===== config.mk =====
export PLATFORM = sky130hd
export DESIGN_NAME = sar_adc_sampler
export DESIGN_NICKNAME = d
export VERILOG_FILES = /design/src/rtl/sar_pkg.sv /design/src/rtl/sar_avg_acc.sv /design/src/rtl/sar_adc_sampler.sv
export SDC_FILE = /design/constraint.sdc
export NUM_CORES = 1
export LEC_CHECK = 0
export CORE_ASPECT_RATIO = 1.4
export CORE_MARGIN = 2
export CORE_UTILIZATION = 55
export CTS_CLUSTER_DIAMETER = 100
export DETAILED_ROUTE_END_ITERATION = 7
export PLACE_DENSITY = 0.8
export SLEW_MARGIN = 20
export SYNTH_ARGS = -nofsm -noshare
export SYNTH_HDL_FRONTEND = slang
export SYNTH_SLANG_ARGS = --single-unit

===== constraint.sdc =====
create_clock -name i_clk -period 3.03 [get_ports i_clk]
set_clock_uncertainty 0.1 [all_clocks]
set_input_delay 0.606 -clock i_clk [delete_from_list [all_inputs] [get_ports i_clk]]
set_output_delay 0.606 -clock i_clk [all_outputs]
set_load 0.02 [all_outputs]

===== src/rtl/sar_pkg.sv =====
// Shared types and sizing helpers for the SAR ADC sampler and its averaging datapath.
package sar_pkg;

    typedef enum logic [2:0] {
        S_IDLE,
        S_SLOT,
        S_TRIG,
        S_CONV
    } sar_smp_state_t;

    localparam int SAR_ADC_WIDTH = 8;

    // Bits needed to hold any value in 0..maxVal, never less than one.
    function automatic int cntWidth(input int maxVal);
        return (maxVal < 2) ? 1 : $clog2(maxVal + 1);
    endfunction

endpackage


===== src/rtl/sar_avg_acc.sv =====
// Sums 2**AVG_LOG2 converter results and flags the sample that completes an average,
// presenting the truncated mean of the completed block in the same cycle.
module sar_avg_acc
    import sar_pkg::*;
#(
    parameter int ADC_WIDTH = SAR_ADC_WIDTH,
    parameter int AVG_LOG2  = 2
) (
    input  logic                 i_clk,
    input  logic                 i_rst_n,
    input  logic                 i_clear,
    input  logic                 i_sample,
    input  logic [ADC_WIDTH-1:0] i_data,
    output logic                 o_done,
    output logic [ADC_WIDTH-1:0] o_avg
);

    localparam int ACC_W = ADC_WIDTH + AVG_LOG2;
    localparam int CNT_W = cntWidth((1 << AVG_LOG2) - 1);
    localparam logic [CNT_W-1:0] LAST_IDX = CNT_W'((1 << AVG_LOG2) - 1);

    logic [ACC_W-1:0] r_acc;
    logic [CNT_W-1:0] r_count;
    logic [ACC_W-1:0] w_sum;
    logic [ACC_W-1:0] w_shifted;

    assign w_sum     = r_acc + ACC_W'(i_data);
    assign w_shifted = w_sum >> AVG_LOG2;
    assign o_avg     = w_shifted[ADC_WIDTH-1:0];
    assign o_done    = i_sample && (r_count == LAST_IDX);

    // The completing sample is folded into o_avg directly, so the registers restart at zero.
    always_ff @(posedge i_clk) begin
        if (!i_rst_n || i_clear || o_done) begin
            r_acc   <= '0;
            r_count <= '0;
        end else if (i_sample) begin
            r_acc   <= w_sum;
            r_count <= r_count + CNT_W'(1);
        end
    end

endmodule


===== src/rtl/sar_adc_sampler.sv =====
// Initiator side of the SAR ADC start/den handshake: paces start pulses, watches for
// converter timeouts and hands averaged results downstream over valid/ready.
module sar_adc_sampler
    import sar_pkg::*;
#(
    parameter int ADC_WIDTH = SAR_ADC_WIDTH,
    parameter int AVG_LOG2  = 2,
    parameter int PERIOD    = 64,
    parameter int TIMEOUT   = 32
) (
    input  logic                 i_clk,
    input  logic                 i_rst_n,
    input  logic                 i_en,
    output logic                 o_start,
    input  logic                 i_eoc,
    input  logic                 i_den,
    input  logic [ADC_WIDTH-1:0] i_dout,
    output logic [ADC_WIDTH-1:0] o_avg_data,
    output logic                 o_avg_valid,
    input  logic                 i_avg_ready,
    output logic                 o_overrun,
    output logic                 o_timeout_err
);

    localparam int PER_W = cntWidth(PERIOD - 1);
    localparam int TO_W  = cntWidth(TIMEOUT - 1);
    localparam logic [PER_W-1:0] PER_LOAD = PER_W'(PERIOD - 1);
    localparam logic [TO_W-1:0]  TO_LAST  = TO_W'(TIMEOUT - 1);

    sar_smp_state_t r_state;
    sar_smp_state_t w_nextState;

    logic [PER_W-1:0]     r_periodCnt;
    logic [TO_W-1:0]      r_timeoutCnt;
    logic [ADC_WIDTH-1:0] r_avgData;
    logic                 r_avgValid;
    logic                 r_overrun;

    logic                 w_slotDue;
    logic                 w_start;
    logic                 w_sample;
    logic                 w_timeout;
    logic                 w_accClear;
    logic                 w_done;
    logic [ADC_WIDTH-1:0] w_avg;

    assign w_slotDue = (r_state == S_SLOT) && (r_periodCnt == '0) && i_eoc;

    always_comb begin
        w_nextState = r_state;
        w_start     = 1'b0;
        w_sample    = 1'b0;
        w_timeout   = 1'b0;
        case (r_state)
            S_IDLE: if (i_en) w_nextState = S_SLOT;
            S_SLOT: if (w_slotDue) w_nextState = S_TRIG;
            S_TRIG: begin
                w_start     = 1'b1;
                w_nextState = S_CONV;
            end
            S_CONV: begin
                if (i_den) begin
                    w_sample    = 1'b1;
                    w_nextState = S_SLOT;
                end else if (r_timeoutCnt == TO_LAST) begin
                    w_timeout   = 1'b1;
                    w_nextState = S_SLOT;
                end
            end
            default: w_nextState = S_IDLE;
        endcase
        if (!i_en) begin
            w_nextState = S_IDLE;
            w_start     = 1'b0;
            w_sample    = 1'b0;
            w_timeout   = 1'b0;
        end
    end

    // Both counters are loaded on entry to TRIG so the TRIG cycle itself counts as the
    // first clock of the period and of the timeout window.
    always_ff @(posedge i_clk) begin
        if (!i_rst_n) begin
            r_state      <= S_IDLE;
            r_periodCnt  <= '0;
            r_timeoutCnt <= '0;
        end else begin
            r_state <= w_nextState;
            if (!i_en || r_state == S_IDLE) begin
                r_periodCnt  <= '0;
                r_timeoutCnt <= '0;
            end else if (w_slotDue) begin
                r_periodCnt  <= PER_LOAD;
                r_timeoutCnt <= '0;
            end else begin
                if (r_periodCnt != '0) r_periodCnt <= r_periodCnt - PER_W'(1);
                if ((r_state == S_TRIG || r_state == S_CONV) && r_timeoutCnt != TO_LAST)
                    r_timeoutCnt <= r_timeoutCnt + TO_W'(1);
            end
        end
    end

    assign w_accClear = !i_en || w_timeout || (r_state == S_IDLE);

    sar_avg_acc #(
        .ADC_WIDTH (ADC_WIDTH),
        .AVG_LOG2  (AVG_LOG2)
    ) u_avgAcc (
        .i_clk    (i_clk),
        .i_rst_n  (i_rst_n),
        .i_clear  (w_accClear),
        .i_sample (w_sample),
        .i_data   (i_dout),
        .o_done   (w_done),
        .o_avg    (w_avg)
    );

    // A fresh average always wins over the ready handshake; losing an unaccepted one is sticky.
    always_ff @(posedge i_clk) begin
        if (!i_rst_n) begin
            r_avgData  <= '0;
            r_avgValid <= 1'b0;
            r_overrun  <= 1'b0;
        end else begin
            if (w_done) begin
                r_avgData  <= w_avg;
                r_avgValid <= 1'b1;
                if (r_avgValid && !i_avg_ready) r_overrun <= 1'b1;
            end else if (r_avgValid && i_avg_ready) begin
                r_avgValid <= 1'b0;
            end
            if (!i_en) r_overrun <= 1'b0;
        end
    end

    assign o_start       = w_start;
    assign o_timeout_err = w_timeout;
    assign o_avg_data    = r_avgData;
    assign o_avg_valid   = r_avgValid;
    assign o_overrun     = r_overrun;

endmodule


# After elaboration in Yosys (flattened, before gate mapping)

Cells that the tools add are included.

Input port bits: 14
Bits in registers: 36
Logic and storage cells: 63

Reduce and logical (&&, ||, !) cells: 25
Bitwise operators: 1
Equality and inequality tests: 8
Add/sub/neg operators: 4
Muxes and demuxes: 17

Operator list:

| kind                                                                | number |
|---|---|
| 6-bit 2-to-1 mux                                                    | 2 |
| 3-bit case mux with 4 select lines                                  | 1 |
| 1-bit 2-to-1 mux                                                    | 11 |
| 10-bit by 8-bit adder with 10-bit output                            | 1 |
| 3-bit 2-to-1 mux                                                    | 3 |
| 3-bit by 2-bit == test with 1-bit output (second input constant)    | 2 |
| 1-bit logical AND                                                   | 6 |
| 6-bit logical NOT                                                   | 1 |
| 1-bit logical OR                                                    | 6 |
| 2-bit AND reduction                                                 | 3 |
| 6-bit nonzero test                                                  | 1 |
| 6-bit by 1-bit subtractor with 6-bit output (second input constant) | 1 |
| 5-bit by 1-bit adder with 5-bit output (second input constant)      | 1 |
| 5-bit == test (second input constant)                               | 1 |
| 5-bit != test (second input constant)                               | 1 |
| 2-bit nonzero test                                                  | 2 |
| 3-bit by 1-bit == test with 1-bit output (second input constant)    | 1 |
| 1-bit logical NOT                                                   | 3 |
| 3-bit logical NOT                                                   | 1 |
| 3-bit != test (second input constant)                               | 1 |
| 3-bit OR reduction                                                  | 1 |
| 2-bit by 1-bit adder with 2-bit output (second input constant)      | 1 |
| 2-bit == test (second input constant)                               | 1 |
| 2-bit != test (second input constant)                               | 1 |
| 2 further kinds                                                     | 2 |

# Logic depth before layout (Yosys ltp)

Gate-level depths: netlist (run 1).

Depth after elaboration: 9
Depth in mapped cells: 8
Gate-level depth less buffers: 7

# Cells and area by module

A second synthesis (run 1) with hierarchy kept.

Cell total of the unflattened synthesis: 229
Area, all modules: 2,120.8 µm²

Modules (own cells, without submodules):

| module          | instances | cells an instance | area each (µm²) |
|---|---|---|---|
| sar_adc_sampler | 1         | 122               | 1,157.4 |
| sar_avg_acc     | 1         | 107               | 963.4 |

# Worst setup path after synthesis (run 1)

No wires, ideal clock.

Kind: input-to-reg
From: in i_dout[6]
To: reg r_avgData[7], in the netlist o_avg_data[7]
Cell stages on the path: 6
Setup slack: 0.837 ns
Required time: 2.867 ns
Arrival: 2.031 ns
Path through: ha_1 -> clkbuf_1 -> nand4_1 -> or3_1 -> a2111oi_0 -> nand3b_1

Word-level cells in the longest chain between the ends: 1

RTL lines:

| item                                     | RTL line               | RTL |
|---|---|---|
| from (decl)                              | sar_adc_sampler.sv:17  | `input logic [ADC_WIDTH-1:0] i_dout,` |
| 10-bit by 8-bit adder with 10-bit output | sar_avg_acc.sv:27      | `assign w_sum = r_acc + ACC_W'(i_data);` |
| to (signal assigned)                     | sar_adc_sampler.sv:126 | `r_avgData <= w_avg;` |
| to (decl)                                | sar_adc_sampler.sv:35  | `logic [ADC_WIDTH-1:0] r_avgData;` |

No other way between the ends.
A chain may end at the register's enable or synchronous reset.

# Worst setup path after layout (run 1)

From: reg r_timeoutCnt[0]
To: out o_timeout_err

Word-level cells in the longest chain between the ends: 5

RTL lines:

| item                   | RTL line              | RTL |
|---|---|---|
| from (decl)            | sar_adc_sampler.sv:34 | `logic [TO_W-1:0] r_timeoutCnt;` |
| from (signal assigned) | sar_adc_sampler.sv:98 | `r_timeoutCnt <= r_timeoutCnt + TO_W'(1);` |
| 5-bit == test          | sar_adc_sampler.sv:65 | `end else if (r_timeoutCnt == TO_LAST) begin` |
| 1-bit 2-to-1 mux       | sar_adc_sampler.sv:65 |  |
| 1-bit 2-to-1 mux       | sar_adc_sampler.sv:62 | `if (i_den) begin` |
| 1-bit 2-to-1 mux       | sar_adc_sampler.sv:54 | `case (r_state)` |
| 1-bit 2-to-1 mux       | sar_adc_sampler.sv:72 | `if (!i_en) begin` |
| to (decl)              | sar_adc_sampler.sv:22 | `output logic o_timeout_err` |

No other way between the ends.

==> impl_metrics.py, run 1 <==
metrics = {
    "detailed_routing": {
        "drtIter0Drc": 50,
        "postRouteWirelength_mm": 4.31,
        "viasPerCell": 5.90,
        "drt_first_pass_iters": 4,
        "antenna_left": 0,
        "num_vias": 1788,
        "avgRoutedWirePerCell_um": 14.2,
        "drcViolationCount": 0,
    },
    "yosys": {
        "synthMuxAreaShare": 0.0101,
        "yosysWarnings": 0,
        "synth_compound_area_frac": 0.192,
        "synth_top_family_by_area": "simple AND/OR/NAND/NOR gates",
        "synth.area.top_cells": "dfxtp_1 35%, ha_1 10%, nand2_1 5.5%",
        "synth-seq-cells": 35,
        "yosys.area_share.xor_xnor": 0.0311,
        "yosys.area.top_type": "dfxtp_1",
        "yosysSeqAreaShare": 0.355,
        "yosys.area_share.simple": 0.262,
        "synthAdderAreaFrac": 0.112,
        "netlist.area_leader.share": 0.355,
        "synth_flop_cell": "dfxtp_1",
        "synth_area_per_cell_sq_um": 8.44,
        "synth_cells": 234,
        "syn_area_sq_um": 1970,
        "synth_async_sr_flop_share": 0,
        "ys_types": 47,
        "synth.most_common_cell": "dfxtp_1",
        "synth_nets": 265,
        "synth_edf_count": 0,
        "synth_common_cells": "35 x dfxtp_1, 29 x nand2_1, 21 x nand3_1",
    },
    "clocking": {
        "holdBufCountCts": 0,
        "cts_buffers": 5,
        "cts.reportedPaths.clkPinSlew_ns": 0.07,
        "cts_tree": "built",
        "postCtsSetupRepairBufs": 0,
        "cts.htree.levels": 2,
        "cts_sinks": 35,
        "clk_latency_ns": 0.28,
        "cts_max_path_buffers": 2,
        "cts-root-buf": "clkbuf_8",
        "cts-resized-gates": 0,
    },
    "worst_hold_path": {
        "hold_path_class": "reg2reg",
        "min_from": "u_avgAcc.r_count[1]",
        "holdPathEnd": "u_avgAcc.r_count[1]",
        "whs_path_depth": 2,
    },
    "setup_path": {
        "startpoint_type": "register",
        "r2r_slack_ns": 0.72,
        "end_kind": "output pin",
        "arrival_ns": 2.03,
        "crit_chain": "ha_1 -> and3_1 -> ha_1 -> and4b_1 -> clkdlybuf4s50_1",
        "r2r-start": "r_timeoutCnt[0]",
        "criticalPathCategory": "reg2out",
        "r2r_cells": 7,
        "crit_top_cell": "ha_1",
        "required_ns": 2.32,
        "r2r-end": "u_avgAcc.r_acc[6]",
        "cp_slowest_stage_delay_ns": 0.59,
        "cp_max_fo": 5,
        "critPathSlowestCell": "clkdlybuf4s50_1",
    },
    "cells_and_area": {
        "fin_area_sq_um": 2350,
        "insertedDiodeCount": 0,
        "multi_input_area_sq_um": 1200,
        "register_area_sq_um": 701,
        "nets": 295,
        "fillers": 292,
        "drive_gt1_frac": 0.0646,
        "syn2layout_area_growth_pct": 19.1,
        "stdcell_count": 303,
        "fin_util": 0.690,
    },
    "sta": {
        "slew_headroom": 0.433,
        "rsz0062_at_grt": "false",
        "slew_violations": 0,
        "finalWorstSetupSlack_ns": 0.295,
        "tightest_slew_ns": 0.839,
        "max_freq_ghz": 0.366,
        "period_minus_slack_ns": 2.73,
        "setup_viol": 0,
        "hold_viol": 0,
        "fin_crit_sh": 0.903,
        "fin_tns_setup_ns": 0,
    },
    "global_routing": {
        "gr-usage-met3": 0.0536,
        "grt_pass1_wl_mm": 7.09,
        "grt_overflow": 0,
        "first_global_vias": 1660,
        "gr-usage-met2": 0.413,
        "antenna_found_initial": 0,
        "use_met1": 0.267,
        "grt_use_total": 0.237,
        "grt_max_degree": 16,
        "grt-busiest-layer": "met2",
    },
    "place": {
        "pre_cts_slack_ns": 0.344,
        "dp_cells": 297,
        "gp_congestion": 0.864,
        "placed_cell_area_sq_um": 2280,
        "io_buffers": 25,
        "place.detailed.hpwl_mm": 3.27,
    },
    "die": {
        "core_area_sq_um": 3410,
        "die_w_um": 54.6,
        "design.die.area_sq_um": 4090,
        "fp.dieH_um": 74.9,
        "start_util": 0.579,
        "num_rows": 25,
        "design.portCount": 26,
    },
    "power": {
        "p_leak_nw": 0.868,
        "power.density_nw_per_um2": 362,
        "ir_drop_uv": 318,
    },
    "job": {
        "cap_violations": 0,
    },
    "outcome": {
        "status": "finished, final reports clean",
    },
}
[registers in the layout, indices dropped and copies added (netlist names)]
signal and cells:
o_avg_valid 1, r_state 2, u_avgAcc.r_acc 10, r_periodCnt 6, u_avgAcc.r_count 2, o_avg_data 8
o_overrun 1, r_timeoutCnt 5
[placed cells by master (no fill, tap or decap), types with 2 or more instances in the layout]
cell	count
nor3_1	3
clkdlybuf4s50_1	25
inv_1	6
dfxtp_1	35
o31ai_1	2
nor2_1	14
xor2_1	3
a31oi_1	3
o211ai_1	4
or3_1	6
nand2b_1	3
nand2_1	29
a21oi_1	20
xnor2_1	4
clkbuf_8	5
nand3_1	21
and3b_1	2
a2111oi_0	2
o21ai_0	4
a21o_1	3
o21bai_1	2
nand4_1	5
a211o_1	2
ha_1	16
a211oi_1	8
mux2i_1	2
buf_4	7
nand3b_1	4
and3_1	4
[how the worst max path moves through the flow]
stage                               start             to  slack (ns)  cells past startpoint
after floorplan                 i_dout[6]  o_avg_data[7]        0.84                      6
after global placement              i_den  o_timeout_err        0.37                      3
after detailed placement            i_den  o_timeout_err        0.34                      3
after CTS                 r_timeoutCnt[0]  o_timeout_err        0.29                      5
after global routing      r_timeoutCnt[0]  o_timeout_err        0.20                      5
final                     r_timeoutCnt[0]  o_timeout_err        0.30                      5
[per-layer routing]
layer / wire length (um) / vias to the layer above
met2: 2270 / 31
met5: 0 / -
met4: 67 / 0
li1: - / 916
met1: 1840 / 834
met3: 124 / 7
[where the power goes]
group | internal (mW) | leakage, nW | switching (mW)
registers | 0.462 | 0.282 | 0.00223
clock network | 0.153 | 0.0371 | 0.156
logic | 0.0361 | 0.549 | 0.0416
[worst max-delay path: cells and delay by family, from the launching register on]
family | cells | cell delay, ns
and+or+nand+nor | 2 | 0.36
DFF | 1 | 0.37
adders and majority gates | 2 | 0.41
buffers and inverters | 1 | 0.59
[cell families after synthesis]
family / after synthesis
flops: 35
compound gates: 57
fa+ha+maj: 17
simple gates: 100
buf+inv: 16
mux: 2
xor+xnor: 7
[cell type report]
type                       instances  area share
inverter                           7      0.0112
clock buffer                       6      0.0309
tap                               40      0.0213
multi-input combinational        183       0.510
sequential                        35       0.298
timing repair buffer              32       0.129
[metrics by stage]
step	hold WS (ns)	total power, mW
6_report	0.362	0.851
5_1_grt	0.392	0.882
4_1_cts	0.362	0.857
3_5_place_dp	0.353	0.552
3_3_place_gp	0.348	0.551
2_1_floorplan	0.340	0.519
Note: power is estimated with default switching activity, not from simulation.
==> run 2: changes to the inputs <==
- CORE_UTILIZATION: 55 -> 40
- CTS_CLUSTER_DIAMETER: 100 -> 50
- PLACE_DENSITY: 0.8 -> default
==> run 2 against run 1 <==
Effect of this change: maximum frequency grew 0.23%; design area grew 1.6%; global-route usage shrank 5.5 points; largest power group unchanged; power grew 0.54%; flip-flop and latch count is the same; largest cell class unchanged; wire length grew 6.6%; worst hold slack lost 0.0014 ns.
==> impl_metrics.py, run 2 (same netlist as run 1, synthesis figures left out) <==
metrics = {
    "cells_and_area": {
        "final_common_cell": "dfxtp_1",
        "largest_reg_flops": 10,
        "max_flop_register": "u_avgAcc.r_acc",
        "fillers": 504,
        "syn2layout_area_growth_pct": 21.0,
        "stdcell_count": 328,
        "mostFrequentLayoutCells": "35 x dfxtp_1, 29 x nand2_1, 25 x clkdlybuf4s50_1",
        "multi_input_area_sq_um": 1200,
        "drive_gt1_frac": 0.0682,
        "register_area_sq_um": 701,
        "nets": 296,
        "insertedDiodeCount": 0,
    },
    "worst_hold_path": {
        "whs_path_depth": 2,
        "hold_path_class": "reg2reg",
    },
    "place": {
        "io_buffers": 25,
        "dp_cells": 322,
        "gp_congestion": 0.864,
        "pre_cts_slack_ns": 0.303,
        "place.detailed.hpwl_mm": 3.47,
    },
    "detailed_routing": {
        "postRouteWirelength_mm": 4.59,
        "antenna_left": 0,
        "avgRoutedWirePerCell_um": 14.0,
        "drtIter0Drc": 95,
        "num_vias": 1767,
        "drcViolationCount": 0,
        "drt_first_pass_iters": 4,
        "viasPerCell": 5.39,
    },
    "sta": {
        "hold_viol": 0,
        "fin_crit_sh": 0.900,
        "max_freq_ghz": 0.367,
        "whs_ns": 0.360,
        "finalWorstSetupSlack_ns": 0.302,
        "tightest_slew_ns": 0.741,
        "rsz0062_at_grt": "false",
        "slew_headroom": 0.499,
        "period_minus_slack_ns": 2.73,
        "fin_tns_setup_ns": 0,
        "slew_violations": 0,
        "setup_viol": 0,
    },
    "die": {
        "design.portCount": 26,
        "design.die.area_sq_um": 5520,
        "num_rows": 30,
        "start_util": 0.411,
        "core_area_sq_um": 4800,
        "fp.dieH_um": 87.1,
        "die_w_um": 63.4,
    },
    "clocking": {
        "postCtsSetupRepairBufs": 0,
        "clk_latency_ns": 0.28,
        "cts-resized-gates": 0,
        "holdBufCountCts": 0,
        "cts_sinks": 35,
        "cts_tree": "built",
        "cts.htree.levels": 2,
        "cts_max_path_buffers": 2,
        "cts.reportedPaths.clkPinSlew_ns": 0.07,
        "cts-root-buf": "clkbuf_8",
        "cts_buffers": 5,
    },
    "global_routing": {
        "grt_max_degree": 16,
        "grt_use_total": 0.183,
        "grt_pass1_wl_mm": 7.97,
        "grt_overflow": 0,
        "antenna_found_initial": 0,
        "first_global_vias": 1762,
    },
    "outcome": {
        "status": "finished, final reports clean",
    },
    "job": {
        "cap_violations": 0,
    },
    "power": {
        "p_total_mw": 0.856,
        "ir_drop_uv": 203,
        "power.density_nw_per_um2": 358,
        "p_leak_nw": 0.874,
    },
    "setup_path": {
        "arrival_ns": 2.02,
        "cp_max_fo": 5,
        "r2r_cells": 7,
        "end_kind": "output pin",
        "criticalPathCategory": "reg2out",
        "required_ns": 2.32,
        "startpoint_type": "register",
        "r2r_slack_ns": 0.72,
    },
}
run 2: cell type report:
| class | instances | share of cell area |
|---|---|---|
| Multi-Input combinational cell | 183 | 0.502 |
| Sequential cell | 35 | 0.293 |
| Timing Repair Buffer | 33 | 0.130 |
| Tap cell | 64 | 0.0335 |
| Clock buffer | 6 | 0.0304 |
| Inverter | 7 | 0.0110 |
run 2: final timing paths:
path	to	from
worst max-delay path	o_timeout_err	r_timeoutCnt[0]
worst min-delay path	u_avgAcc.r_acc[3]	u_avgAcc.r_acc[3]
worst max register to register	u_avgAcc.r_acc[6]	r_timeoutCnt[0]
worst min register to register	u_avgAcc.r_acc[3]	u_avgAcc.r_acc[3]
run 2: report_power, final:
| group | switching, mW | internal, mW | total, mW |
|---|---|---|---|
| registers | 0.00231 | 0.462 | 0.465 |
| clock network | 0.159 | 0.153 | 0.312 |
| logic | 0.0424 | 0.0362 | 0.0786 |
| total | 0.204 | 0.652 | 0.856 |
run 2: through the flow:
step / cell area, sq um / utilization
6_report: 2390 / 0.497
3_3_place_gp: 2320 / 0.482
5_1_grt: 2390 / 0.497
3_5_place_dp: 2320 / 0.482
4_1_cts: 2390 / 0.497
2_1_floorplan: 1970 / -
run 2: worst max-delay path, stage by stage, from the launching register on:
cell and delay [ns]:
dfxtp_1 0.37, ha_1 0.17, and3_1 0.16, ha_1 0.21, and4b_1 0.22, clkdlybuf4s50_1 0.60
run 2: per-layer routing:
metal / wire, um / GRT usage / vias to the layer above
li1: - / - / 922
met1: 2040 / 0.203 / 809
met2: 2350 / 0.343 / 30
met3: 133 / 0.0323 / 6
met4: 65 / 0.0711 / 0
met5: 0 / 0 / -
